### src/rtl/sync_fifo_ctrl_if.sv
// Handshake and RAM-port bundle between the FIFO controller and its producer/consumer.
// The master side issues requests; the controller (slave) drives RAM controls and status.
interface sync_fifo_ctrl_if #(
   parameter int WIDTH_ADDR = 8
);
   logic                  i_wr_req;
   logic                  i_rd_req;
   logic                  i_clr_err;
   logic                  o_ram_wr_en;
   logic [WIDTH_ADDR-1:0] o_ram_waddr;
   logic                  o_ram_rd_en;
   logic [WIDTH_ADDR-1:0] o_ram_raddr;
   logic                  o_rd_valid;
   logic                  o_full;
   logic                  o_empty;
   logic                  o_almost_full;
   logic                  o_almost_empty;
   logic [WIDTH_ADDR:0]   o_count;
   logic                  o_overflow;
   logic                  o_underflow;

   modport master (
      output i_wr_req, i_rd_req, i_clr_err,
      input  o_ram_wr_en, o_ram_waddr, o_ram_rd_en, o_ram_raddr, o_rd_valid,
             o_full, o_empty, o_almost_full, o_almost_empty, o_count,
             o_overflow, o_underflow
   );

   modport slave (
      input  i_wr_req, i_rd_req, i_clr_err,
      output o_ram_wr_en, o_ram_waddr, o_ram_rd_en, o_ram_raddr, o_rd_valid,
             o_full, o_empty, o_almost_full, o_almost_empty, o_count,
             o_overflow, o_underflow
   );
endinterface

### src/rtl/sync_fifo_ctrl.sv
// Pointer/flag controller for a single-clock FIFO in front of a dual-port RAM with
// registered read data; tracks occupancy, threshold flags and sticky error status.
module sync_fifo_ctrl #(
   parameter int WIDTH_ADDR = 8,
   parameter int AF_THRESH  = 240,
   parameter int AE_THRESH  = 16
) (
   input  logic              i_clk,
   input  logic              i_rst_n,
   sync_fifo_ctrl_if.slave   bus
);
   localparam int PW = WIDTH_ADDR + 1;
   localparam logic [WIDTH_ADDR:0] AF_C  = PW'(AF_THRESH);
   localparam logic [WIDTH_ADDR:0] AE_C  = PW'(AE_THRESH);
   localparam logic [WIDTH_ADDR:0] ONE_C = PW'(1);

   logic [WIDTH_ADDR:0] wptr_r;
   logic [WIDTH_ADDR:0] rptr_r;
   logic [WIDTH_ADDR:0] count_r;
   logic [WIDTH_ADDR:0] count_nxt_s;
   logic                rd_valid_r;
   logic                overflow_r;
   logic                underflow_r;
   logic                overflow_nxt_s;
   logic                underflow_nxt_s;
   logic                full_s;
   logic                empty_s;
   logic                wr_acc_s;
   logic                rd_acc_s;

   // Wrap bit distinguishes full from empty when the address bits coincide.
   assign empty_s  = (wptr_r == rptr_r);
   assign full_s   = (wptr_r[WIDTH_ADDR] != rptr_r[WIDTH_ADDR]) &&
                     (wptr_r[WIDTH_ADDR-1:0] == rptr_r[WIDTH_ADDR-1:0]);
   assign wr_acc_s = bus.i_wr_req & ~full_s  & i_rst_n;
   assign rd_acc_s = bus.i_rd_req & ~empty_s & i_rst_n;

   // Next occupancy and sticky error state; a set in the same cycle beats a clear.
   always_comb begin
      count_nxt_s     = count_r;
      overflow_nxt_s  = overflow_r;
      underflow_nxt_s = underflow_r;
      case ({wr_acc_s, rd_acc_s})
         2'b10:   count_nxt_s = count_r + ONE_C;
         2'b01:   count_nxt_s = count_r - ONE_C;
         default: count_nxt_s = count_r;
      endcase
      if (bus.i_wr_req && full_s) begin
         overflow_nxt_s = 1'b1;
      end else if (bus.i_clr_err) begin
         overflow_nxt_s = 1'b0;
      end else begin
         overflow_nxt_s = overflow_r;
      end
      if (bus.i_rd_req && empty_s) begin
         underflow_nxt_s = 1'b1;
      end else if (bus.i_clr_err) begin
         underflow_nxt_s = 1'b0;
      end else begin
         underflow_nxt_s = underflow_r;
      end
   end

   // Pointer, count, read-valid and error registers.
   always_ff @(posedge i_clk or negedge i_rst_n) begin
      if (!i_rst_n) begin
         wptr_r      <= {PW{1'b0}};
         rptr_r      <= {PW{1'b0}};
         count_r     <= {PW{1'b0}};
         rd_valid_r  <= 1'b0;
         overflow_r  <= 1'b0;
         underflow_r <= 1'b0;
      end else begin
         if (wr_acc_s) begin
            wptr_r <= wptr_r + ONE_C;
         end
         if (rd_acc_s) begin
            rptr_r <= rptr_r + ONE_C;
         end
         count_r     <= count_nxt_s;
         rd_valid_r  <= rd_acc_s;
         overflow_r  <= overflow_nxt_s;
         underflow_r <= underflow_nxt_s;
      end
   end

   assign bus.o_ram_wr_en    = wr_acc_s;
   assign bus.o_ram_waddr    = wptr_r[WIDTH_ADDR-1:0];
   assign bus.o_ram_rd_en    = rd_acc_s;
   assign bus.o_ram_raddr    = rptr_r[WIDTH_ADDR-1:0];
   assign bus.o_rd_valid     = rd_valid_r;
   assign bus.o_full         = full_s;
   assign bus.o_empty        = empty_s;
   assign bus.o_almost_full  = (count_r >= AF_C);
   assign bus.o_almost_empty = (count_r <= AE_C);
   assign bus.o_count        = count_r;
   assign bus.o_overflow     = overflow_r;
   assign bus.o_underflow    = underflow_r;
endmodule

### src/flat_wrapper.sv
// flat-port wrapper written by rule: the top's interface ports become plain ports
module sync_fifo_ctrl_flat 
#(
   parameter int WIDTH_ADDR = 8,
   parameter int AF_THRESH  = 240,
   parameter int AE_THRESH  = 16
)
  (i_clk, i_rst_n, bus_i_wr_req, bus_i_rd_req, bus_i_clr_err, bus_o_ram_wr_en, bus_o_ram_waddr, bus_o_ram_rd_en, bus_o_ram_raddr, bus_o_rd_valid, bus_o_full, bus_o_empty, bus_o_almost_full, bus_o_almost_empty, bus_o_count, bus_o_overflow, bus_o_underflow);
  sync_fifo_ctrl_if #(.WIDTH_ADDR(WIDTH_ADDR)) bus_i ();
  input  logic i_clk;
  input  logic i_rst_n;
  input wire logic [$bits(bus_i.i_wr_req)-1:0] bus_i_wr_req;
  input wire logic [$bits(bus_i.i_rd_req)-1:0] bus_i_rd_req;
  input wire logic [$bits(bus_i.i_clr_err)-1:0] bus_i_clr_err;
  output wire logic [$bits(bus_i.o_ram_wr_en)-1:0] bus_o_ram_wr_en;
  output wire logic [$bits(bus_i.o_ram_waddr)-1:0] bus_o_ram_waddr;
  output wire logic [$bits(bus_i.o_ram_rd_en)-1:0] bus_o_ram_rd_en;
  output wire logic [$bits(bus_i.o_ram_raddr)-1:0] bus_o_ram_raddr;
  output wire logic [$bits(bus_i.o_rd_valid)-1:0] bus_o_rd_valid;
  output wire logic [$bits(bus_i.o_full)-1:0] bus_o_full;
  output wire logic [$bits(bus_i.o_empty)-1:0] bus_o_empty;
  output wire logic [$bits(bus_i.o_almost_full)-1:0] bus_o_almost_full;
  output wire logic [$bits(bus_i.o_almost_empty)-1:0] bus_o_almost_empty;
  output wire logic [$bits(bus_i.o_count)-1:0] bus_o_count;
  output wire logic [$bits(bus_i.o_overflow)-1:0] bus_o_overflow;
  output wire logic [$bits(bus_i.o_underflow)-1:0] bus_o_underflow;
  assign bus_i.i_wr_req = bus_i_wr_req;
  assign bus_i.i_rd_req = bus_i_rd_req;
  assign bus_i.i_clr_err = bus_i_clr_err;
  assign bus_o_ram_wr_en = bus_i.o_ram_wr_en;
  assign bus_o_ram_waddr = bus_i.o_ram_waddr;
  assign bus_o_ram_rd_en = bus_i.o_ram_rd_en;
  assign bus_o_ram_raddr = bus_i.o_ram_raddr;
  assign bus_o_rd_valid = bus_i.o_rd_valid;
  assign bus_o_full = bus_i.o_full;
  assign bus_o_empty = bus_i.o_empty;
  assign bus_o_almost_full = bus_i.o_almost_full;
  assign bus_o_almost_empty = bus_i.o_almost_empty;
  assign bus_o_count = bus_i.o_count;
  assign bus_o_overflow = bus_i.o_overflow;
  assign bus_o_underflow = bus_i.o_underflow;
  sync_fifo_ctrl #(.WIDTH_ADDR(WIDTH_ADDR), .AF_THRESH(AF_THRESH), .AE_THRESH(AE_THRESH)) u_core (.i_clk(i_clk), .i_rst_n(i_rst_n), .bus(bus_i));
endmodule
### config.mk
export PLATFORM = sky130hd
export DESIGN_NAME = sync_fifo_ctrl_flat
export DESIGN_NICKNAME = d
export VERILOG_FILES = /design/src/rtl/sync_fifo_ctrl_if.sv /design/src/rtl/sync_fifo_ctrl.sv /design/src/flat_wrapper.sv
export SDC_FILE = /design/constraint.sdc
export NUM_CORES = 1
export LEC_CHECK = 0
export ABC_AREA = 1
export CORE_ASPECT_RATIO = 2
export CORE_MARGIN = 4
export CORE_UTILIZATION = 40
export CTS_BUF_LIST = sky130_fd_sc_hd__clkbuf_16
export DETAILED_ROUTE_END_ITERATION = 8
export PLACE_DENSITY_LB_ADDON = 0.3
export SETUP_SLACK_MARGIN = 0.5
export SYNTH_ARGS = -nofsm -noshare
export SYNTH_HDL_FRONTEND = slang
export SYNTH_SLANG_ARGS = --single-unit
### constraint.sdc
create_clock -name i_clk -period 3.3 [get_ports i_clk]
set_input_delay 0.99 -clock i_clk [delete_from_list [all_inputs] [get_ports i_clk]]
set_output_delay 0.99 -clock i_clk [all_outputs]
set_load 0.05 [all_outputs]
Word level (Yosys, flattened, before mapping) --
Cells that the tools add are included. W data, S select, Z words.
Storage, ports and cells: register bits 30, bits of input ports 5, output and inout port bits 34, logic and storage cells 33
Cells by class: add/subtract/negate cells 4, $lt $le $gt $ge 2, equality and inequality tests 5, mux-type cells 4, bitwise gates (word level) 6, reduce and logical (&&, ||, !) cells 6
Operators with widths (number):
- $add A9 B1 Y9 const B | 3
- $pmux W9 S2 | 1
- $eq A9 B9 Y1 | 1
- $ge A9 B8 Y1 const B | 1
- $le A9 B5 Y1 const B | 1
- $sub A9 B1 Y9 const B | 1
- $eq A8 B8 Y1 | 1
- $reduce_bool A2 Y1 | 3
- $and A1 B1 Y1 | 4
- $logic_and A1 B1 Y1 | 3
- $mux W1 | 3
- $eq A2 B1 Y1 const B | 1
- $eq A2 B2 Y1 const B | 1
- $not A1 Y1 | 2
- $ne A1 B1 Y1 | 1

Logic depth before layout (Yosys ltp) --
Gate-level depths: netlist of run 1.
word-level depth 7, mapped depth 19, gate-level depth less buffers 19

Least setup slack after synthesis of run 1 --
No wires, ideal clock.
kind input port to flip-flop, from input bus_i_rd_req, to register u_core.count_r[7], in the netlist u_core.bus.o_count[7], library setup time 119 ps, arrival 3105 ps, data required time 3181 ps, setup slack 76 ps, stages 10, buffers on the path 1, path through clkbuf_1 > nand3_1 > inv_1 > ha_1 > ha_1 > a21o_1 > a21boi_0 > a21oi_1 > nor2_1 > nor2_1
On the way: cells in the longest elaborated chain, start to end 4, elaborated cells between the ends (all ways) 6, classes of those cells 2 x eq/ne; 1 x mux; 2 x bitwise; 1 x reduce/logical
Ends and longest elaborated chain:
- start, declared | line flat_wrapper.sv:13 | input wire logic [$bits(bus_i.i_rd_req)-1:0] bus_i_rd_req;
- $and A1 B1 Y1 * (2 in a row) | line sync_fifo_ctrl.sv:36 | assign rd_acc_s = bus.i_rd_req & ~empty_s & i_rst_n;
- net bus_o_ram_rd_en | line flat_wrapper.sv:17 | output wire logic [$bits(bus_i.o_ram_rd_en)-1:0] bus_o_ram_rd_en;
- $eq A2 B1 Y1 or $eq A2 B2 Y1 (tied branches) | line sync_fifo_ctrl.sv:43 | case ({wr_acc_s, rd_acc_s})
- $pmux W9 S2 or $reduce_bool A2 Y1 (tied branches)
- end signal, assigned | line sync_fifo_ctrl.sv:69 | count_r <= {PW{1'b0}};
- end signal, assigned | line sync_fifo_ctrl.sv:80 | count_r <= count_nxt_s;
- end, declared | line sync_fifo_ctrl.sv:19 | logic [WIDTH_ADDR:0] count_r;
Mark *: on every way through the listed nets, which the timed path passes. The rest lies on a longest branch. A chain may end at the register's enable or synchronous reset.

Worst setup path in the final report of run 1 --
from register u_core.rptr_r[3], to output bus_o_ram_rd_en
On the way: cells in the longest elaborated chain, start to end 4
Ends and longest elaborated chain:
- start, declared | line sync_fifo_ctrl.sv:18 | logic [WIDTH_ADDR:0] rptr_r;
- start signal, assigned | line sync_fifo_ctrl.sv:68 | rptr_r <= {PW{1'b0}};
- start signal, assigned | line sync_fifo_ctrl.sv:78 | rptr_r <= rptr_r + ONE_C;
- $eq A9 B9 Y1 | line sync_fifo_ctrl.sv:32 | assign empty_s = (wptr_r == rptr_r);
- $not A1 Y1 | line sync_fifo_ctrl.sv:36
- $and A1 B1 Y1 (2 in a row) | line sync_fifo_ctrl.sv:36
- end, declared | line flat_wrapper.sv:17
No other way between the ends.

==> results of run 1 <==
routing by layer:
| metal | GRT usage | part of all wire |
|---|---|---|
| met1 | 0.1894 | 0.36 |
| met2 | 0.3208 | 0.58 |
| met3 | 0.02417 | 0.029 |
| met4 | 0.08876 | 0.030 |
| met5 | 0 | 0 |
state kept, by name (all words and copies together) (netlist names):
| signal | cells |
|---|---|
| u_core.rptr_r | 9 |
| u_core.bus.o_overflow | 1 |
| u_core.bus.o_rd_valid | 1 |
| u_core.bus.o_underflow | 1 |
| u_core.bus.o_count | 9 |
| u_core.wptr_r | 9 |
how the worst max path moves through the flow:
stage	slack [ns]	end	startpoint
finish	0.54	bus_o_ram_rd_en	u_core.rptr_r[3]
global route	0.46	u_core.bus.o_count[8]	u_core.rptr_r[3]
CTS	0.43	bus_o_full	u_core.wptr_r[6]
detailed placement	0.11	u_core.bus.o_count[7]	bus_i_rd_req
global placement	0.17	u_core.bus.o_count[8]	bus_i_rd_req
floorplan	0.44	u_core.bus.o_count[7]	bus_i_rd_req
cells in the final DEF, fill, tap and decap left out, types with 2 or more instances in the layout:
| cell | count |
|---|---|
| a21oi_1 | 6 |
| buf_12 | 2 |
| buf_4 | 31 |
| clkbuf_16 | 5 |
| clkdlybuf4s50_1 | 29 |
| dfrtp_1 | 17 |
| dfrtp_2 | 13 |
| ha_1 | 9 |
| inv_1 | 28 |
| inv_2 | 9 |
| nand2_1 | 88 |
| nand2_2 | 6 |
| nand3_1 | 21 |
| nand3_2 | 2 |
| nand3_4 | 4 |
| nand4_1 | 20 |
| nor2_1 | 19 |
| nor3_1 | 3 |
| o21ai_0 | 2 |
| o21ai_1 | 3 |
| xnor2_1 | 3 |
| xnor2_2 | 4 |
| xor2_1 | 4 |
worst register-to-register path: stages, from the launching register on:
cell,delay (ns)
dfrtp_2,0.46
xnor2_2,0.17
nand2_2,0.09
nor2_4,0.17
nand3_4,0.10
nand3_4,0.12
clkinvlp_4,0.12
ha_4,0.20
buf_4,0.16
fa_2,0.35
nand2_2,0.08
nand3_2,0.07
and2_4,0.15
nand2_2,0.06
nand2_1,0.05
nand2_1,0.05
nand2_1,0.05
nand2_1,0.05
nand2_1,0.05
cell usage after synthesis, drive strengths merged:
| cell type | count | area (sq um) |
|---|---|---|
| and2 | 1 | 6.260 |
| ha | 10 | 125.1 |
| fa | 1 | 20.02 |
| and3 | 1 | 6.260 |
| nand3 | 27 | 170.2 |
| a21boi | 1 | 7.510 |
| nand2 | 94 | 357.8 |
| o21ai | 5 | 25.02 |
| dfrtp | 30 | 750.7 |
| o22ai | 1 | 6.260 |
| xor2 | 4 | 35.03 |
| clkbuf | 5 | 18.77 |
| o21a | 1 | 7.510 |
| nor2 | 21 | 102.6 |
| a21o | 1 | 7.510 |
| xnor2 | 7 | 68.82 |
| nand4 | 20 | 125.1 |
| buf | 18 | 142.6 |
| a21oi | 7 | 35.03 |
| inv | 37 | 138.9 |
| nor4 | 1 | 6.260 |
| nor3 | 4 | 20.02 |
cells by family (layout without fill, tap and decap cells):
family          Yosys count  after routing  share of synthesized area
simple gates            169            169                     0.3639
compound gates           16             16                    0.04069
fa+ha+maj                11             11                    0.06648
xor+xnor                 11             11                    0.04756
flops                    30             30                     0.3438
buf+inv                  60            115                     0.1375
timing repair:
item	CTS	global route
resized for setup	8	34
endpoints found under the setup margin	9	10
buffers inserted	1	24
hold endpoints to repair	0	0
hold buffers	0	0
pin swaps	1	11
gates cloned	0	0
final cells by class:
type	count	area, sq um	area share
Inverter	37	142.6	0.04786
Sequential cell	30	767.0	0.2573
Multi-Input combinational cell	207	1216	0.4081
Timing Repair Buffer	70	644.4	0.2162
Tap cell	58	72.57	0.02435
Clock buffer	5	125.1	0.04198
Clock inverter	3	12.51	0.004198
metrics by stage:
stage          worst slack [ns]  cell area (sq um)  power [mW]    util  hold WS, ns
6_report                 0.5385               2980       2.676  0.5697       0.5064
5_1_grt                  0.4603               2980       2.858  0.5697       0.5348
4_1_cts                  0.4343               2729       2.554  0.5216       0.5138
3_5_place_dp             0.1062               2585       2.112  0.4941       0.5055
3_3_place_gp             0.1681               2585       2.091  0.4941       0.5008
2_1_floorplan            0.4359               2238       1.744       -       0.4831
power groups by stage:
stage                     logic, mW  registers, mW  clock network, mW
after global routing           1.74          0.659              0.456
after CTS                      1.46          0.647              0.443
final                          1.60          0.644              0.435
after floorplan               0.927          0.817                  0
after detailed placement       1.46          0.651                  0
after global placement         1.44          0.649                  0
==> out/results.txt, run 1 <==
CP Max Fanout: 6
CTS tree: yes
Clock transition at path regs: 0.05 ns
average wire per standard cell: 13.86 microns
Worst Max-Slew Pin Slew: 0.5061 ns
GRT overflow: 0
routed wire length: 5.683 mm
die height: 112.5 microns
DRC Markers: 0
Critical Path Source Type: register
All-Layer GR Usage: 0.1776
initial antenna violation count: 0
First-pass DRT Iterations: 4
slowest cell delay on critical path: 0.46 ns
starting density of the core: 0.4174
leakage: 1.486 nW
I/O pin cnt: 39
die area: 6776 sq um
Yosys Warn Count: 0
Pint: 1.353 mW
reg2reg start: u_core.rptr_r[3]
syn_nets: 313
clock share of power: 0.163
Antenna diodes: 0
Gate Count Post-Synth: 297
Worst R2R Setup Slack: 0.66 ns
first-pass GRT wire length: 9.342 mm
status: completed
number of CTS-inserted buffers: 5
fmax: 0.3621 GHz
Starting DRT DRC Count: 85
number of library cell types mapped by synthesis: 31
worst min-delay path class: register to register
Seq/Total Area, Yosys: 0.3438
Slew Limit Headroom: 0.6616
antenna-violating nets left: 0
TNS Setup: 0 ns
Yosys reg bits: 30
CP Capture Type: primary output
Placeable Area: 5231 sq um
Crit path arrival time: 1.77 ns
Cell Pwr Density: 897.9 nW/um^2
R2R cell count: 18
area grow syn2layout: 36.50%
RePlAce Congestion: 0.8555
Root Buffer Master: clkbuf_16
fin. max-slew vios: 0
# fillers: 491
Final min period: 2.761 ns
CTS sink cnt: 30
non-filler cells, final: 410
hold_sp: u_core.bus.o_overflow
crit share post-route: 0.8368
NumNets Final: 367
most used cell, CP: nand3_4
crit path buf inv count: 3
Crit Path Class: register to primary output
Slowest-stage cell, CP: dfrtp_2
cell row count: 37
routed vias: 2097
placed cell count: 377
largest net degree at the start of global routing: 23
Finish-stage setup viols: 0
switching power: 1.323 mW
worst path required time: 2.31 ns
critical path cell sequence: xnor2_2 > nand2_2 > nor2_4 > nand3_4 > nand3_4 > clkinvlp_4 > buf_6 > buf_12
post-DP HPWL: 4.174 mm
Hold Fails Final Rpt: 0
layout cells sized above 1: 0.2557
Critical Path Stages: 8
logic gate share of total power: 0.597
Max Cap Viol: 0
sequential fraction of design power: 0.241
Worst-Skew Late Latency: 0.27 ns
vias in the first global route: 2041
Avg Cell Area, Syn: 7.351 sq um
Max clock buf depth: 2
Switching Share: 0.4945
VDD IR-drop max: 0.0006680 V
clock skew: 0.002727 ns
Vias per Instance: 5.115
RSZ-0062 raised after global routing: yes
die width: 60.24 microns
I/O Buffers: 38
Worst Hold Path Cells: 2
CP top delay family: simple AND/OR/NAND/NOR gates
# H-tree levels: 2
Critical R2R Capture: u_core.bus.o_count[8]
Worst Hold Endpoint: u_core.bus.o_overflow
Netlist Area Pre-Place: 2183 sq um
Note: power is estimated with default switching activity, not from simulation.
==> inputs of run 2 (changes only) <==
Clock period 3.3 ns to 2.8 ns, I/O delays scaled along.
==> run 2 against run 1 <==
Sequential power rose by 18%; worst setup slack got worse by 0.32 ns; via count rose by 7.4%; final cell count rose by 4.1%; sequential share of layout area fell by 2.4 points; critical path depth rose by 1; utilization rose by 5.8 points; non-clock buffer count rose by 17; power rose by 28%; first-iteration DRC count fell by 14%; register-to-register slack got worse by 0.44 ns.
==> out/results.txt, run 2 (synthesis results as in run 1) <==
All-Layer GR Usage: 0.1855 (+0.007829)
multi-input logic area: 1360 sq um (+12%)
Placeable Area: 5231 sq um (unchanged)
Reg area: 767.0 sq um (unchanged)
post-layout power: 3.421 mW (+28%)
Hold Fails Final Rpt: 0 (unchanged)
Slew Limit Headroom: 0.6672 (+0.005686)
worst path required time: 1.96 ns (-0.35 ns)
Worst Hold Endpoint: u_core.rptr_r[1]
first-pass GRT wire length: 9.722 mm (+4.1%)
Clock transition at path regs: 0.05 ns (about the same)
I/O Buffers: 38 (unchanged)
Antenna diodes: 0 (unchanged)
DRC Markers: 0 (unchanged)
Vias per Instance: 5.274 (+3.1%)
CP top delay family: flip-flops
Cell Pwr Density: 1042 nW/um^2 (+16%)
layout cells sized above 1: 0.3577 (+0.1020)
antenna-violating nets left: 0 (unchanged)
initial antenna violation count: 0 (unchanged)
routed vias: 2252 (+7.4%)
Root Buffer Master: clkbuf_16
die width: 60.24 microns (unchanged)
starting density of the core: 0.4174 (unchanged)
leakage: 1.694 nW (+14%)
Critical Path Source Type: register
CTS sink cnt: 30 (unchanged)
clock skew: 0.004406 ns (+0.001679 ns)
most frequent cells in the layout: nand2_1, buf_4, dlygate4sd2_1, inv_1, nand4_1
vias in the first global route: 2220 (+8.8%)
die height: 112.5 microns (unchanged)
slowest cell delay on critical path: 0.44 ns (-0.02 ns)
Core Util, Final: 0.6278 (+0.05812)
routed wire length: 6.312 mm (+11%)
cell row count: 37 (unchanged)
critical path cell sequence: xnor2_2 > nand2_2 > nor2_4 > buf_6 > nand3_4 > nand3_4 > buf_6 > inv_4 > buf_12
GRT overflow: 0 (unchanged)
average wire per standard cell: 14.78 microns (+6.6%)
fmax: 0.3867 GHz
CP Capture Type: primary output
crit path buf inv count: 4 (+1)
post-DP HPWL: 4.190 mm (+0.37%)
die area: 6776 sq um (unchanged)
Max clock buf depth: 2 (unchanged)
hold_sp: u_core.rptr_r[1]
# fillers: 442 (-10%)
Starting DRT DRC Count: 73 (-14%)
Max Cap Viol: 0 (unchanged)
VDD IR-drop max: 0.0009292 V (+39%)
Worst-Skew Late Latency: 0.27 ns (about the same)
commonest non-fill, non-tap cell in the layout: nand2_1
CP Max Fanout: 6 (unchanged)
cts hold-fix bufs: 0 (unchanged)
area grow syn2layout: 50.43%
worst min-delay path class: register to register
fin. max-slew vios: 0 (unchanged)
CTS tree: yes
reg2reg start: u_core.wptr_r[6]
RePlAce Congestion: 0.8635 (+0.94%)
Final min period: 2.586 ns
NumNets Final: 384 (+4.6%)
First-pass DRT Iterations: 5 (+1)
RSZ-0062 raised after global routing: yes
R2R cell count: 17 (-1)
crit share post-route: 0.9235
status: completed
largest net degree at the start of global routing: 36 (+57%)
Crit path arrival time: 1.75 ns (-0.02 ns)
Finish-stage setup viols: 0 (unchanged)
I/O pin cnt: 39 (unchanged)
Slowest-stage cell, CP: dfrtp_2
number of CTS-inserted buffers: 5 (unchanged)
Crit Path Class: register to primary output
Worst Max-Slew Pin Slew: 0.4983 ns (-0.007758 ns)
Worst Hold Path Cells: 2 (unchanged)
Worst R2R Setup Slack: 0.22 ns (-0.44 ns)
Critical R2R Capture: u_core.bus.o_count[7]
# H-tree levels: 2 (unchanged)
[run 2: cell count changes in the layout (fill, tap and decap cells not counted), moves of 5 or more]
| cell | before | now |
|---|---|---|
| clkdlybuf4s50_1 | 29 | 3 |
| dlygate4sd2_1 | 1 | 27 |
| buf_4 | 31 | 41 |
| buf_6 | 1 | 7 |
| ha_1 | 9 | 4 |
| ha_4 | 1 | 6 |
| nand2_1 | 88 | 83 |
[run 2: per-layer routing]
layer	track usage	part of all wire	vias to the layer above
met2	0.3367	0.58	73
met5	0	0	-
met1	0.1786	0.33	1063
met4	0.1243	0.052	0
li1	-	-	1090
met3	0.02877	0.040	26
[run 2: worst register-to-register path, stage by stage, from the launching register on]
cell and delay (ns):
dfrtp_2 0.44, xnor2_2 0.18, nand2_2 0.10, nor2_4 0.16
buf_6 0.12, nand3_4 0.08, nand3_4 0.09, buf_6 0.11
ha_4 0.19, buf_4 0.13, buf_6 0.09, ha_4 0.20
a21o_1 0.19, a21boi_2 0.16, nand3_1 0.08, nand2_1 0.06
nor2_1 0.05, nor2_1 0.09
[run 2: stage by stage]
step	worst slack (ns)	std cells	area [sq um]	hold slack, ns	setup TNS [ns]
after detailed placement	-0.1038	384	2671	0.5079	-0.3296
after floorplan	0.1106	297	2263	0.4831	0
after CTS	0.2224	406	2998	0.5173	0
after global routing	0.07101	427	3284	0.5331	0
final	0.2143	427	3284	0.5056	0
after global placement	-0.03947	384	2671	0.5003	-0.1175
[run 2: repair_timing]
action / CTS / global route
gates resized for setup: 56 / 40
pin swaps: 8 / 21
buffers inserted: 14 / 21
setup endpoints to repair: 37 / 14
[run 2: how the worst max path moves through the flow]
stage,start,cells after the start,to,slack (ns)
finish,u_core.wptr_r[6],9,bus_o_ram_wr_en,0.21
global route,u_core.wptr_r[6],17,u_core.bus.o_count[8],0.07
CTS,u_core.rptr_r[2],8,bus_o_ram_rd_en,0.22
detailed placement,bus_i_rd_req,14,u_core.bus.o_count[8],-0.10
global placement,bus_i_rd_req,14,u_core.bus.o_count[8],-0.04
floorplan,bus_i_rd_req,14,u_core.bus.o_count[8],0.11
[run 2: report_power, final]
part	switching [mW]	total, mW	internal [mW]
registers	0.185	0.757	0.572
clock network	0.178	0.498	0.320
logic	1.32	2.17	0.846
[run 2: area by class of cell]
type,count,area share
clock inverter,3,0.003810
clock buffer,5,0.03810
inverter,37,0.04571
sequential,30,0.2335
multi-input combinational,207,0.4141
tap,58,0.02210
timing repair buffer,87,0.2427
==> inputs of run 3 (changes only) <==
Settings changed: ABC_AREA 1 to default.
==> run 3 against run 2 <==
Maximum frequency down 5.2%; clock-buffer cell count unchanged; synthesized area down 14%; power up 18%; register-to-register slack worse by 0.15 ns; largest cell class unchanged.
==> out/results.txt, run 3 <==
Worst-Skew Late Latency: 0.27 ns (about the same)
First-pass DRT Iterations: 4 (-1)
Final min period: 2.727 ns (+0.1413 ns)
Commonest cells post-synth: dfrtp_1, buf_4, nand2_1, xor2_1, xnor2_1
fmax: 0.3667 GHz (-5.2%)
syn_nets: 198 (-37%)
Cell Pwr Density: 1277 nW/um^2 (+23%)
logic gate share of total power: 0.671 (+0.038)
largest net degree at the start of global routing: 21 (-42%)
die area: 5947 sq um (-12%)
area grow syn2layout: 67.84%
CTS tree: yes
commonest non-fill, non-tap cell in the layout: buf_4
vias in the first global route: 1898 (-15%)
I/O pin cnt: 39 (unchanged)
post-layout power: 4.044 mW (+18%)
clock share of power: 0.129 (-0.017)
first-pass GRT wire length: 9.625 mm (-1.0%)
Clock transition at path regs: 0.05 ns (about the same)
Max clock buf depth: 2 (unchanged)
routed vias: 1730 (-23%)
Synth area leaders: dfrtp_1, xor2_1, ha_1
starting density of the core: 0.4103 (-0.007024)
final hold slack: 0.5050 ns (-0.0005460 ns)
Placeable Area: 4598 sq um (-12%)
number of library cell types mapped by synthesis: 42 (+35%)
RSZ-0062 raised after global routing: yes
# fillers: 342 (-23%)
Critical Path Source Type: register
GRT overflow: 0 (unchanged)
sequential fraction of design power: 0.200 (-0.021)
CP Max Fanout: 8 (+2)
DRC Markers: 0 (unchanged)
post-DP HPWL: 4.012 mm (-4.2%)
die width: 56.57 microns (-6.1%)
Worst Max-Slew Pin Slew: 0.5085 ns (+0.01016 ns)
worst path required time: 3.01 ns (+1.05 ns)
I/O Buffers: 38 (unchanged)
crit share post-route: 0.9739 (+0.05047)
initial antenna violation count: 0 (unchanged)
switching power: 1.908 mW (+13%)
EDFF count, synth: 0 (unchanged)
Max Cap Viol: 0 (unchanged)
cell row count: 35 (-5.4%)
Vias per Instance: 5.307 (+0.62%)
Switching Share: 0.4717 (-0.02014)
RePlAce Congestion: 0.9564 (+11%)
Worst R2R Setup Slack: 0.07 ns (-0.15 ns)
layout cells sized above 1: 0.4613 (+0.1035)
die height: 105.1 microns (-6.5%)
Yosys Warn Count: 0 (unchanged)
Crit Path Class: register to register
Root Buffer Master: clkbuf_16
VDD IR-drop max: 0.001005 V (+8.1%)
fin. max-slew vios: 0 (unchanged)
Netlist Area Pre-Place: 1887 sq um (-14%)
Main synth FF type: dfrtp_1
number of CTS-inserted buffers: 5 (unchanged)
Gate Count Post-Synth: 182 (-39%)
All-Layer GR Usage: 0.2103 (+0.02485)
top-count cell post-synth: dfrtp_1
status: completed
Crit path arrival time: 2.94 ns (+1.19 ns)
Post-Place Setup Slack: -0.4031 ns (-0.2993 ns)
Pint: 2.137 mW (+23%)
# H-tree levels: 2 (unchanged)
Starting DRT DRC Count: 40 (-45%)
NumNets Final: 286 (-26%)
clock skew: 0.002011 ns (-0.002396 ns)
Hold Fails Final Rpt: 0 (unchanged)
Seq/Total Area, Yosys: 0.3979 (+0.05404)
worst setup margin: 0.07295 ns (-0.1413 ns)
Finish-stage setup viols: 0 (unchanged)
CP Capture Type: register
leakage: 1.499 nW (-11%)
most frequent cells in the layout: buf_4, dlygate4sd2_1, dfrtp_1, xor2_1, nand2_1
antenna-violating nets left: 0 (unchanged)
routed wire length: 5.828 mm (-7.7%)
Avg Cell Area, Syn: 10.37 sq um (+41%)
fraction of registers with async set/reset: 1.000 (unchanged)
worst min-delay path class: register to register
CTS sink cnt: 30 (unchanged)
biggest area consumer among synthesized cells: dfrtp_1
Antenna diodes: 0 (unchanged)
Yosys reg bits: 30 (unchanged)
average wire per standard cell: 17.88 microns (+21%)
Synth top area share: 0.3979 (+0.05404)
Slew Limit Headroom: 0.6624 (-0.004886)
==> run 3: cell count changes after synthesis, moves of 4 or more <==
cell and change:
nand2_1 -76, inv_1 -28, nand4_1 -16, nand3_1 -14
nor2_1 -12, xor2_1 +12, xnor2_1 +7, inv_2 -5
nor3b_1 +5, clkbuf_1 -4
==> run 3: worst paths after layout <==
kind,to,depth (start not counted),start
setup / recovery,u_core.bus.o_count[5],12,u_core.rptr_r[7]
hold / removal,u_core.bus.o_overflow,1,u_core.bus.o_overflow
setup reg to reg,u_core.bus.o_count[5],12,u_core.rptr_r[7]
hold reg to reg,u_core.bus.o_overflow,1,u_core.bus.o_overflow
max in group asynchronous,u_core.bus.o_count[3],2,i_rst_n
min in group asynchronous,u_core.rptr_r[2],2,i_rst_n
==> run 3: routing by layer <==
layer | share of wire | track usage
met5 | 0 | 0
met4 | 0.051 | 0.1138
met3 | 0.036 | 0.03708
met2 | 0.57 | 0.3899
met1 | 0.34 | 0.2121
==> run 3: critical path, stage by stage (launching register included) <==
cell and delay, ns:
dfrtp_1 0.40, xnor2_2 0.25, nand2_2 0.13, nor4_4 0.30, nor2_2 0.08, inv_2 0.08
ha_4 0.25, ha_4 0.22, a21o_1 0.15, a21oi_2 0.13, o21bai_1 0.10, or4b_4 0.50
nand3_2 0.07
==> run 3: power groups by stage <==
stage                     Combinational, mW  Clock (mW)  Sequential [mW]
after floorplan                        1.26           0             1.05
after global placement                 2.33           0            0.776
after detailed placement               2.38           0            0.782
after CTS                              2.53       0.525            0.802
after global routing                   2.87       0.549            0.831
final                                  2.71       0.522            0.809
==> run 3: metrics by stage <==
stage               area (sq um)    util  TNS [ns]  cells
floorplan                   2034       -    -1.487    182
global placement            2741  0.5962    -1.487    304
detailed placement          2741  0.5962    -1.805    304
CTS                         3065  0.6667         0    319
global route                3167  0.6887  -0.09433    326
finish                      3167  0.6887         0    326
==> run 3: logic make-up after synthesis <==
kind of cell,count (synthesis),synth area share
and+or+nand+nor,63,0.2009
DFF,30,0.3979
xor gates and xnor gates,29,0.1346
AOI/OAI and AO/OA,23,0.08886
buffers and inverters,22,0.07559
adders and majority gates,11,0.07692
muxes,4,0.02520
==> run 3: layout make-up <==
cell class	instances	area, sq um	share of cell area
Tap cell	55	68.82	0.02173
Timing Repair Buffer	99	894.6	0.2825
Multi-Input combinational cell	130	1291	0.4077
Sequential cell	30	755.7	0.2386
Clock inverter	3	16.27	0.005136
Clock buffer	5	125.1	0.03951
Inverter	4	15.01	0.004741
==> run 3: timing repair <==
item | in CTS | in global routing
setup endpoints to repair | 41 | 14
buffers inserted | 7 | 7
pin swaps | 17 | 10
cloned | 0 | 0
hold buffers | 0 | 0
gates resized for setup | 61 | 11
